### src/rtl/decode_pkg.sv
// rtl/decode_pkg.sv - shared decode tables: ALU commands, ARM opcodes, modes, condition codes, control struct
package decode_pkg;

    localparam logic [3:0] EXE_MOV = 4'b0001;
    localparam logic [3:0] EXE_MVN = 4'b1001;
    localparam logic [3:0] EXE_ADD = 4'b0010;
    localparam logic [3:0] EXE_ADC = 4'b0011;
    localparam logic [3:0] EXE_SUB = 4'b0100;
    localparam logic [3:0] EXE_SBC = 4'b0101;
    localparam logic [3:0] EXE_AND = 4'b0110;
    localparam logic [3:0] EXE_ORR = 4'b0111;
    localparam logic [3:0] EXE_EOR = 4'b1000;

    localparam logic [3:0] OP_AND = 4'b0000;
    localparam logic [3:0] OP_EOR = 4'b0001;
    localparam logic [3:0] OP_SUB = 4'b0010;
    localparam logic [3:0] OP_ADD = 4'b0100;
    localparam logic [3:0] OP_ADC = 4'b0101;
    localparam logic [3:0] OP_SBC = 4'b0110;
    localparam logic [3:0] OP_TST = 4'b1000;
    localparam logic [3:0] OP_CMP = 4'b1010;
    localparam logic [3:0] OP_ORR = 4'b1100;
    localparam logic [3:0] OP_MOV = 4'b1101;
    localparam logic [3:0] OP_MVN = 4'b1111;

    localparam logic [1:0] MODE_ALU = 2'b00;
    localparam logic [1:0] MODE_MEM = 2'b01;
    localparam logic [1:0] MODE_BR  = 2'b10;

    typedef enum logic [3:0] {
        COND_EQ, COND_NE, COND_CS, COND_CC, COND_MI, COND_PL, COND_VS, COND_VC,
        COND_HI, COND_LS, COND_GE, COND_LT, COND_GT, COND_LE, COND_AL, COND_NV
    } cond_e;

    typedef struct packed {
        logic       s;
        logic       b;
        logic [3:0] exe_cmd;
        logic       mem_w;
        logic       mem_r;
        logic       wb_en;
    } ctrl_t;

    function automatic ctrl_t decode_ctrl(input logic [31:0] instr);
        ctrl_t c;
        c = '0;
        case (instr[27:26])
            MODE_ALU: begin
                c.s     = instr[20];
                c.wb_en = 1'b1;
                case (instr[24:21])
                    OP_MOV: c.exe_cmd = EXE_MOV;
                    OP_MVN: c.exe_cmd = EXE_MVN;
                    OP_ADD: c.exe_cmd = EXE_ADD;
                    OP_ADC: c.exe_cmd = EXE_ADC;
                    OP_SUB: c.exe_cmd = EXE_SUB;
                    OP_SBC: c.exe_cmd = EXE_SBC;
                    OP_AND: c.exe_cmd = EXE_AND;
                    OP_ORR: c.exe_cmd = EXE_ORR;
                    OP_EOR: c.exe_cmd = EXE_EOR;
                    OP_CMP: begin
                        c.exe_cmd = EXE_SUB;
                        c.wb_en   = 1'b0;
                    end
                    OP_TST: begin
                        c.exe_cmd = EXE_AND;
                        c.wb_en   = 1'b0;
                    end
                    default: begin
                        c.s     = 1'b0;
                        c.wb_en = 1'b0;
                    end
                endcase
            end
            // S selects LDR (load + write-back) versus STR; flags are never updated
            MODE_MEM: begin
                c.exe_cmd = EXE_ADD;
                c.mem_r   = instr[20];
                c.wb_en   = instr[20];
                c.mem_w   = ~instr[20];
            end
            MODE_BR: c.b = 1'b1;
            default: c = '0;
        endcase
        return c;
    endfunction

    // sr packs {V,C,Z,N}
    function automatic logic cond_pass(input logic [3:0] cond, input logic [3:0] sr);
        logic n, z, c, v, p;
        {v, c, z, n} = sr;
        case (cond_e'(cond))
            COND_EQ: p = z;
            COND_NE: p = ~z;
            COND_CS: p = c;
            COND_CC: p = ~c;
            COND_MI: p = n;
            COND_PL: p = ~n;
            COND_VS: p = v;
            COND_VC: p = ~v;
            COND_HI: p = c & ~z;
            COND_LS: p = ~c | z;
            COND_GE: p = (n == v);
            COND_LT: p = (n != v);
            COND_GT: p = ~z & (n == v);
            COND_LE: p = z | (n != v);
            COND_AL: p = 1'b1;
            default: p = 1'b0;
        endcase
        return p;
    endfunction

endpackage

### src/rtl/decode_stage_pipe_if.sv
// rtl/decode_stage_pipe_if.sv - IF/ID inputs, write-back bus and ID/EX outputs of the decode stage
interface decode_stage_pipe_if #(
    parameter int DATA_W = 32
);
    logic [31:0]       instr_in;
    logic              instr_valid;
    logic [DATA_W-1:0] pc_in;
    logic              stall;
    logic              flush;
    logic [3:0]        sr;
    logic              wb_en;
    logic [3:0]        wb_dest;
    logic [DATA_W-1:0] wb_value;

    logic [3:0]        src1;
    logic [3:0]        src2;
    logic              two_src;

    logic              ex_valid;
    logic              ex_wb_en;
    logic              ex_mem_r_en;
    logic              ex_mem_w_en;
    logic              ex_b;
    logic              ex_s;
    logic [3:0]        ex_exe_cmd;
    logic [DATA_W-1:0] ex_val_rn;
    logic [DATA_W-1:0] ex_val_rm;
    logic              ex_imm;
    logic [11:0]       ex_shift_operand;
    logic [23:0]       ex_signed_imm_24;
    logic [3:0]        ex_dest;
    logic [DATA_W-1:0] ex_pc;

    modport master (
        output instr_in, instr_valid, pc_in, stall, flush, sr, wb_en, wb_dest, wb_value,
        input  src1, src2, two_src,
        input  ex_valid, ex_wb_en, ex_mem_r_en, ex_mem_w_en, ex_b, ex_s, ex_exe_cmd,
        input  ex_val_rn, ex_val_rm, ex_imm, ex_shift_operand, ex_signed_imm_24, ex_dest, ex_pc
    );

    modport slave (
        input  instr_in, instr_valid, pc_in, stall, flush, sr, wb_en, wb_dest, wb_value,
        output src1, src2, two_src,
        output ex_valid, ex_wb_en, ex_mem_r_en, ex_mem_w_en, ex_b, ex_s, ex_exe_cmd,
        output ex_val_rn, ex_val_rm, ex_imm, ex_shift_operand, ex_signed_imm_24, ex_dest, ex_pc
    );
endinterface

### src/rtl/regfile_2r1w.sv
// rtl/regfile_2r1w.sv - async-reset register file, 2 read / 1 write ports; ID_WB_BYPASS_EN adds write-through reads
module regfile_2r1w #(
    parameter int DATA_W   = 32,
    parameter int NUM_REGS = 16
) (
    input  logic              clk,
    input  logic              rst,
    input  logic              wb_en,
    input  logic [3:0]        wb_dest,
    input  logic [DATA_W-1:0] wb_value,
    input  logic [3:0]        rd_addr1,
    input  logic [3:0]        rd_addr2,
    output logic [DATA_W-1:0] rd_data1,
    output logic [DATA_W-1:0] rd_data2
);

    logic [DATA_W-1:0] mem [NUM_REGS];

    // Indices at or above NUM_REGS match no entry, so such writes vanish
    always_ff @(posedge clk or posedge rst) begin
        if (rst) begin
            for (int i = 0; i < NUM_REGS; i++) mem[i] <= '0;
        end else if (wb_en) begin
            for (int i = 0; i < NUM_REGS; i++) begin
                if (wb_dest == 4'(i)) mem[i] <= wb_value;
            end
        end
    end

    always_comb begin
        rd_data1 = '0;
        rd_data2 = '0;
        for (int i = 0; i < NUM_REGS; i++) begin
            if (rd_addr1 == 4'(i)) rd_data1 = mem[i];
            if (rd_addr2 == 4'(i)) rd_data2 = mem[i];
        end
`ifdef ID_WB_BYPASS_EN
        if (wb_en && (wb_dest == rd_addr1) && (int'(wb_dest) < NUM_REGS)) rd_data1 = wb_value;
        if (wb_en && (wb_dest == rd_addr2) && (int'(wb_dest) < NUM_REGS)) rd_data2 = wb_value;
`endif
    end

endmodule

### src/rtl/decode_stage_pipe.sv
// rtl/decode_stage_pipe.sv - decode, condition check, register file and ID/EX register (optional ID_WB_BYPASS_EN)
module decode_stage_pipe
    import decode_pkg::*;
#(
    parameter int DATA_W   = 32,
    parameter int NUM_REGS = 16
) (
    input  logic              clk,
    input  logic              rst,
    decode_stage_pipe_if.slave id
);

    ctrl_t             ctrl;
    ctrl_t             ctrl_d;
    logic              live;
    logic [DATA_W-1:0] rd1;
    logic [DATA_W-1:0] rd2;

    assign id.src1    = id.instr_in[19:16];
    assign id.src2    = id.instr_in[3:0];
    assign ctrl       = decode_ctrl(id.instr_in);
    assign id.two_src = ~id.instr_in[25] | ctrl.mem_w;

    // Stall and flush both turn the slot into a bubble; upstream re-presents on stall
    assign live   = id.instr_valid & cond_pass(id.instr_in[31:28], id.sr) & ~id.stall & ~id.flush;
    assign ctrl_d = live ? ctrl : '0;

    regfile_2r1w #(
        .DATA_W   (DATA_W),
        .NUM_REGS (NUM_REGS)
    ) u_regfile (
        .clk      (clk),
        .rst      (rst),
        .wb_en    (id.wb_en),
        .wb_dest  (id.wb_dest),
        .wb_value (id.wb_value),
        .rd_addr1 (id.src1),
        .rd_addr2 (id.src2),
        .rd_data1 (rd1),
        .rd_data2 (rd2)
    );

    always_ff @(posedge clk or posedge rst) begin
        if (rst) begin
            id.ex_valid         <= 1'b0;
            id.ex_wb_en         <= 1'b0;
            id.ex_mem_r_en      <= 1'b0;
            id.ex_mem_w_en      <= 1'b0;
            id.ex_b             <= 1'b0;
            id.ex_s             <= 1'b0;
            id.ex_exe_cmd       <= '0;
            id.ex_val_rn        <= '0;
            id.ex_val_rm        <= '0;
            id.ex_imm           <= 1'b0;
            id.ex_shift_operand <= '0;
            id.ex_signed_imm_24 <= '0;
            id.ex_dest          <= '0;
            id.ex_pc            <= '0;
        end else begin
            id.ex_valid         <= live;
            id.ex_wb_en         <= ctrl_d.wb_en;
            id.ex_mem_r_en      <= ctrl_d.mem_r;
            id.ex_mem_w_en      <= ctrl_d.mem_w;
            id.ex_b             <= ctrl_d.b;
            id.ex_s             <= ctrl_d.s;
            id.ex_exe_cmd       <= ctrl_d.exe_cmd;
            id.ex_val_rn        <= rd1;
            id.ex_val_rm        <= rd2;
            id.ex_imm           <= id.instr_in[25];
            id.ex_shift_operand <= id.instr_in[11:0];
            id.ex_signed_imm_24 <= id.instr_in[23:0];
            id.ex_dest          <= id.instr_in[15:12];
            id.ex_pc            <= id.pc_in;
        end
    end

endmodule

### src/flat_wrapper.sv
// flat-port wrapper written by rule: the top's interface ports become plain ports
module decode_stage_pipe_flat import decode_pkg::*;
#(
    parameter int DATA_W   = 32,
    parameter int NUM_REGS = 16
)
  (clk, rst, id_instr_in, id_instr_valid, id_pc_in, id_stall, id_flush, id_sr, id_wb_en, id_wb_dest, id_wb_value, id_src1, id_src2, id_two_src, id_ex_valid, id_ex_wb_en, id_ex_mem_r_en, id_ex_mem_w_en, id_ex_b, id_ex_s, id_ex_exe_cmd, id_ex_val_rn, id_ex_val_rm, id_ex_imm, id_ex_shift_operand, id_ex_signed_imm_24, id_ex_dest, id_ex_pc);
  decode_stage_pipe_if #(.DATA_W(DATA_W)) id_i ();
  input  logic clk;
  input  logic rst;
  input wire logic [$bits(id_i.instr_in)-1:0] id_instr_in;
  input wire logic [$bits(id_i.instr_valid)-1:0] id_instr_valid;
  input wire logic [$bits(id_i.pc_in)-1:0] id_pc_in;
  input wire logic [$bits(id_i.stall)-1:0] id_stall;
  input wire logic [$bits(id_i.flush)-1:0] id_flush;
  input wire logic [$bits(id_i.sr)-1:0] id_sr;
  input wire logic [$bits(id_i.wb_en)-1:0] id_wb_en;
  input wire logic [$bits(id_i.wb_dest)-1:0] id_wb_dest;
  input wire logic [$bits(id_i.wb_value)-1:0] id_wb_value;
  output wire logic [$bits(id_i.src1)-1:0] id_src1;
  output wire logic [$bits(id_i.src2)-1:0] id_src2;
  output wire logic [$bits(id_i.two_src)-1:0] id_two_src;
  output wire logic [$bits(id_i.ex_valid)-1:0] id_ex_valid;
  output wire logic [$bits(id_i.ex_wb_en)-1:0] id_ex_wb_en;
  output wire logic [$bits(id_i.ex_mem_r_en)-1:0] id_ex_mem_r_en;
  output wire logic [$bits(id_i.ex_mem_w_en)-1:0] id_ex_mem_w_en;
  output wire logic [$bits(id_i.ex_b)-1:0] id_ex_b;
  output wire logic [$bits(id_i.ex_s)-1:0] id_ex_s;
  output wire logic [$bits(id_i.ex_exe_cmd)-1:0] id_ex_exe_cmd;
  output wire logic [$bits(id_i.ex_val_rn)-1:0] id_ex_val_rn;
  output wire logic [$bits(id_i.ex_val_rm)-1:0] id_ex_val_rm;
  output wire logic [$bits(id_i.ex_imm)-1:0] id_ex_imm;
  output wire logic [$bits(id_i.ex_shift_operand)-1:0] id_ex_shift_operand;
  output wire logic [$bits(id_i.ex_signed_imm_24)-1:0] id_ex_signed_imm_24;
  output wire logic [$bits(id_i.ex_dest)-1:0] id_ex_dest;
  output wire logic [$bits(id_i.ex_pc)-1:0] id_ex_pc;
  assign id_i.instr_in = id_instr_in;
  assign id_i.instr_valid = id_instr_valid;
  assign id_i.pc_in = id_pc_in;
  assign id_i.stall = id_stall;
  assign id_i.flush = id_flush;
  assign id_i.sr = id_sr;
  assign id_i.wb_en = id_wb_en;
  assign id_i.wb_dest = id_wb_dest;
  assign id_i.wb_value = id_wb_value;
  assign id_src1 = id_i.src1;
  assign id_src2 = id_i.src2;
  assign id_two_src = id_i.two_src;
  assign id_ex_valid = id_i.ex_valid;
  assign id_ex_wb_en = id_i.ex_wb_en;
  assign id_ex_mem_r_en = id_i.ex_mem_r_en;
  assign id_ex_mem_w_en = id_i.ex_mem_w_en;
  assign id_ex_b = id_i.ex_b;
  assign id_ex_s = id_i.ex_s;
  assign id_ex_exe_cmd = id_i.ex_exe_cmd;
  assign id_ex_val_rn = id_i.ex_val_rn;
  assign id_ex_val_rm = id_i.ex_val_rm;
  assign id_ex_imm = id_i.ex_imm;
  assign id_ex_shift_operand = id_i.ex_shift_operand;
  assign id_ex_signed_imm_24 = id_i.ex_signed_imm_24;
  assign id_ex_dest = id_i.ex_dest;
  assign id_ex_pc = id_i.ex_pc;
  decode_stage_pipe #(.DATA_W(DATA_W), .NUM_REGS(NUM_REGS)) u_core (.clk(clk), .rst(rst), .id(id_i));
endmodule
### config.mk
export PLATFORM = sky130hd
export DESIGN_NAME = decode_stage_pipe_flat
export DESIGN_NICKNAME = d
export VERILOG_FILES = /design/src/rtl/decode_pkg.sv /design/src/rtl/decode_stage_pipe_if.sv /design/src/rtl/regfile_2r1w.sv /design/src/rtl/decode_stage_pipe.sv /design/src/flat_wrapper.sv
export SDC_FILE = /design/constraint.sdc
export NUM_CORES = 1
export LEC_CHECK = 0
export ABC_AREA = 1
export BUFFER_PORTS_ARGS = -buffer_cell sky130_fd_sc_hd__buf_2
export CORE_MARGIN = 1.5
export CORE_UTILIZATION = 35
export CTS_BUF_LIST = sky130_fd_sc_hd__clkbuf_4 sky130_fd_sc_hd__clkbuf_8 sky130_fd_sc_hd__clkbuf_16
export DETAILED_ROUTE_END_ITERATION = 8
export PLACE_DENSITY_LB_ADDON = 0.15
export SLEW_MARGIN = 40
export SYNTH_ARGS = -nofsm -noshare
export SYNTH_HDL_FRONTEND = slang
export SYNTH_SLANG_ARGS = --single-unit
### constraint.sdc
create_clock -name clk -period 45.6 [get_ports clk]
set_input_delay 6.84 -clock clk [delete_from_list [all_inputs] [get_ports clk]]
set_output_delay 6.84 -clock clk [all_outputs]
set_load 0.02 [all_outputs]
==> metrics.txt <==
status finished clean; worst setup path startpoint id_instr_in[26]; shortest period the worst path allows 14,320 ps; slack of the worst reg-to-reg path 43,840 ps; layout cell share with drive strength beyond 1 12.8%; startpoint of the lowest-slack register-to-register path u_core.u_regfile.mem[425]; overall routed net length 102,000 µm; cell types occupying the most area after synthesis sky130_fd_sc_hd__dfrtp_1 53%, sky130_fd_sc_hd__nand2_1 16%, sky130_fd_sc_hd__o21ai_0 8.7%, sky130_fd_sc_hd__nand3_1 4.7%, sky130_fd_sc_hd__inv_1 3.5%; antenna-violating nets left 0; Routed wire per std cell 19.2 µm; worst-skew pair later-pin latency 650 ps; die width 298 µm; top_reg_cell synth sky130_fd_sc_hd__dfrtp_1; CTS max path bufs 3; reported max-cap violation count 0; worst hold slack 483 ps; CTS hold repair buffers 0; sequential cell area fraction in the yosys report a little over half; Post-CTS Setup Bufs 0; Setup TNS Final 0 ps; via total after detailed routing 26,794; share of synthesized registers carrying an async set or reset 100%; global-route wire length before repair ~160,000 µm; cell depth of the worst setup path 6; Initial Utilization a little over a third; cts repair resizes 0; kind of cell with the highest combined delay on the critical path buffers and inverters; Tot GR Track Use ~23%; placed cell count roughly 5,200; sinks on the clock net 643; floorplan die area 88,900 µm²; VDD IR max 0.0282 mV; pin count of the biggest net entering global routing 103; Final Instance Count excl. Fillers 5,297; Internal Dissipation 0.00114 W; number of global-route vias before repair around 26,000; TritonCTS clock tree done; Core Box Area 86,500 µm²; number of flops mapped to enable cells by yosys 0; share of the cycle needed by the critical path after routing approximately a third; ports placed on the boundary roughly 270; cell depth of the worst flop-to-flop path 8; Critical Path Sink Type output port; standard-cell rows between 100 and 150; Worst setup endpoint id_two_src; Via density 5.06; WP data required 38,760 ps; final weighted congestion of routability-driven global placement 0.822; GR Overflow Total 0; final hold viol count 0; IO buf count 265; RSZ-0062 raised after global routing false; share of Yosys cell area claimed by the top area cell type between 50% and 60%; buffer type at the clock tree root sky130_fd_sc_hd__clkbuf_16; Num CTS Buffers 78; relative slew slack ~43%; number of iterations in the first detailed-routing pass 5; power per unit of standard cell area 45.9 nW/µm²; clock edge transition at the registers on the reported setup and hold paths ~50 ps; top achievable clock speed approximately 70 MHz; number of storage elements in the synthesis netlist 643; yosys synthesis warning count 0; number of distinct library cell variants in the gate-level netlist after synthesis 33; count of mapped cells out of synthesis between 3,000 and 4,000; number of pins exceeding their max-slew limit in the final report 0; worst hold path type reg2reg; post-route clock skew 24.0 ps; slew at the pin with the worst max-slew slack 850 ps; share of total power in combinational logic 14.8%; antenna diode count 0; Pleak 16.8 nW; count leader, synth sky130_fd_sc_hd__nand2_1; cell area after synthesis 30,500 µm²; Worst setup SP type primary input; Mapped Nets 4,067; mean instance size in the synthesized netlist ~7.7 µm²; Die Height 298 µm; final net count approximately 4,200; maximum level of the CTS H-tree 3; Worst Path Arrival 7480 ps; DRC marker count from the first detailed-route iteration 1,988; critical path class in2out; critical path, cell by cell buf_2 -> inv_1 -> nor2_1 -> inv_1 -> o21ai_0 -> buf_2; Clock power frac 39.0%; initial antenna violation count 1; most area-hungry cell type in the Yosys netlist sky130_fd_sc_hd__dfrtp_1; critical-path cell with the highest stage delay sky130_fd_sc_hd__buf_2; top cell types by occurrence after synthesis 1,278 x sky130_fd_sc_hd__nand2_1, 643 x sky130_fd_sc_hd__dfrtp_1, 528 x sky130_fd_sc_hd__o21ai_0; area added between synthesis and finish 16.5%; worst flop-to-flop path endpoint u_core.id.ex_val_rm[9]; Flop pwr share a little under half; sw frac 30.0%; Worst Path Max Fanout 4; sw power 0.000490 W; Post-route DRC 0; setup violation total in the final timing report 0; HPWL after detailed placement 65,400 µm; total design power 0.00163 W; Critical Path Max Stage Delay 180 ps; CP Buf/Inv Count 4
## per-layer routing
metal / vias up / part of all wire [%] / track usage (%)
met5: - / 0.0069 / 0
met4: 2 / 2.6 / 7.43
met3: 159 / 4.6 / 2.92
met2: 674 / 50 / 39.5
met1: 12952 / 43 / 29.8
li1: 13007 / - / -
## power groups by stage
stage | combinational, W | sequential [W] | clock (W)
4_1_cts | 0.000246 | 0.000751 | 0.000654
6_report | 0.000242 | 0.000753 | 0.000637
3_3_place_gp | 0.000239 | 0.000759 | 0
5_1_grt | 0.000279 | 0.000766 | 0.000674
3_5_place_dp | 0.000246 | 0.000760 | 0
2_1_floorplan | 0.000147 | 0.000764 | 0
## cell type report
type / count / area [µm²]
clock buffer: 105 / 2250
tap: 1155 / 1450
timing repair buffer: 321 / 1950
clock inverter: 26 / 359
multi-input combinational: 2745 / 12300
sequential: 643 / 16100
fill: 9111 / 51000
inverter: 302 / 1150
## worst min-delay path by stage
stage | slack [ps] | cells after the start | end | startpoint
floorplan | 450 | 2 | u_core.u_regfile.mem[108] | u_core.u_regfile.mem[108]
global placement | 470 | 2 | u_core.u_regfile.mem[203] | u_core.u_regfile.mem[203]
detailed placement | 470 | 2 | u_core.u_regfile.mem[348] | u_core.u_regfile.mem[348]
CTS | 490 | 2 | u_core.u_regfile.mem[392] | u_core.u_regfile.mem[392]
global route | 500 | 2 | u_core.u_regfile.mem[348] | u_core.u_regfile.mem[348]
finish | 480 | 2 | u_core.u_regfile.mem[274] | u_core.u_regfile.mem[274]
## sequential cells by signal (all words and copies together), names as in the netlist, 3 cells and up
| register | cells |
|---|---|
| u_core.id.ex_shift_operand | 7 |
| u_core.id.ex_dest | 3 |
| u_core.id.ex_exe_cmd | 4 |
| u_core.id.ex_pc | 32 |
| u_core.id.ex_val_rm | 32 |
| u_core.u_regfile.mem | 512 |
| u_core.id.ex_val_rn | 32 |
| u_core.id.ex_signed_imm_24 | 14 |
## tightest hold or removal path, stage by stage (launching register included)
cell	delay [ps]
sky130_fd_sc_hd__dfrtp_1	340
sky130_fd_sc_hd__nand2_1	50
sky130_fd_sc_hd__o21ai_0	60
## metrics by stage
stage,util [%],setup slack (ps),cell area [µm²]
after global placement,37.8,31220,32700
final,41.1,31280,35500
after detailed placement,37.9,31280,32800
after global routing,41.1,31220,35500
after CTS,40.9,31280,35400
after floorplan,-,20750,30500
## layout by cell type, fill, tap and decap left out, types with 12 or more instances in the layout
cell type,n
sky130_fd_sc_hd__a21oi_1,115
sky130_fd_sc_hd__dfrtp_1,643
sky130_fd_sc_hd__nor2_1,271
sky130_fd_sc_hd__clkbuf_8,12
sky130_fd_sc_hd__buf_4,39
sky130_fd_sc_hd__buf_2,265
sky130_fd_sc_hd__or2_0,17
sky130_fd_sc_hd__inv_1,287
sky130_fd_sc_hd__nor3_1,24
sky130_fd_sc_hd__nand4_1,145
sky130_fd_sc_hd__nor2_4,14
sky130_fd_sc_hd__or2_2,19
sky130_fd_sc_hd__clkinv_2,13
sky130_fd_sc_hd__o21ai_0,528
sky130_fd_sc_hd__clkbuf_4,14
sky130_fd_sc_hd__nand2_1,1270
sky130_fd_sc_hd__nor2_2,16
sky130_fd_sc_hd__clkbuf_16,79
sky130_fd_sc_hd__nand3_1,282
## logic make-up (layout without fill, tap and decap cells)
family / count (synthesis) / in the layout / share of synthesized area [%]
AO/OA/AOI/OAI: 659 / 659 / 10.9
XOR/XNOR: 1 / 1 / 0.0287
buffers and inverters: 569 / 754 / 7.47
flip-flops: 643 / 643 / 52.8
AND/OR/NAND/NOR: 2085 / 2085 / 28.9
Note: power is estimated with default switching activity, not from simulation.
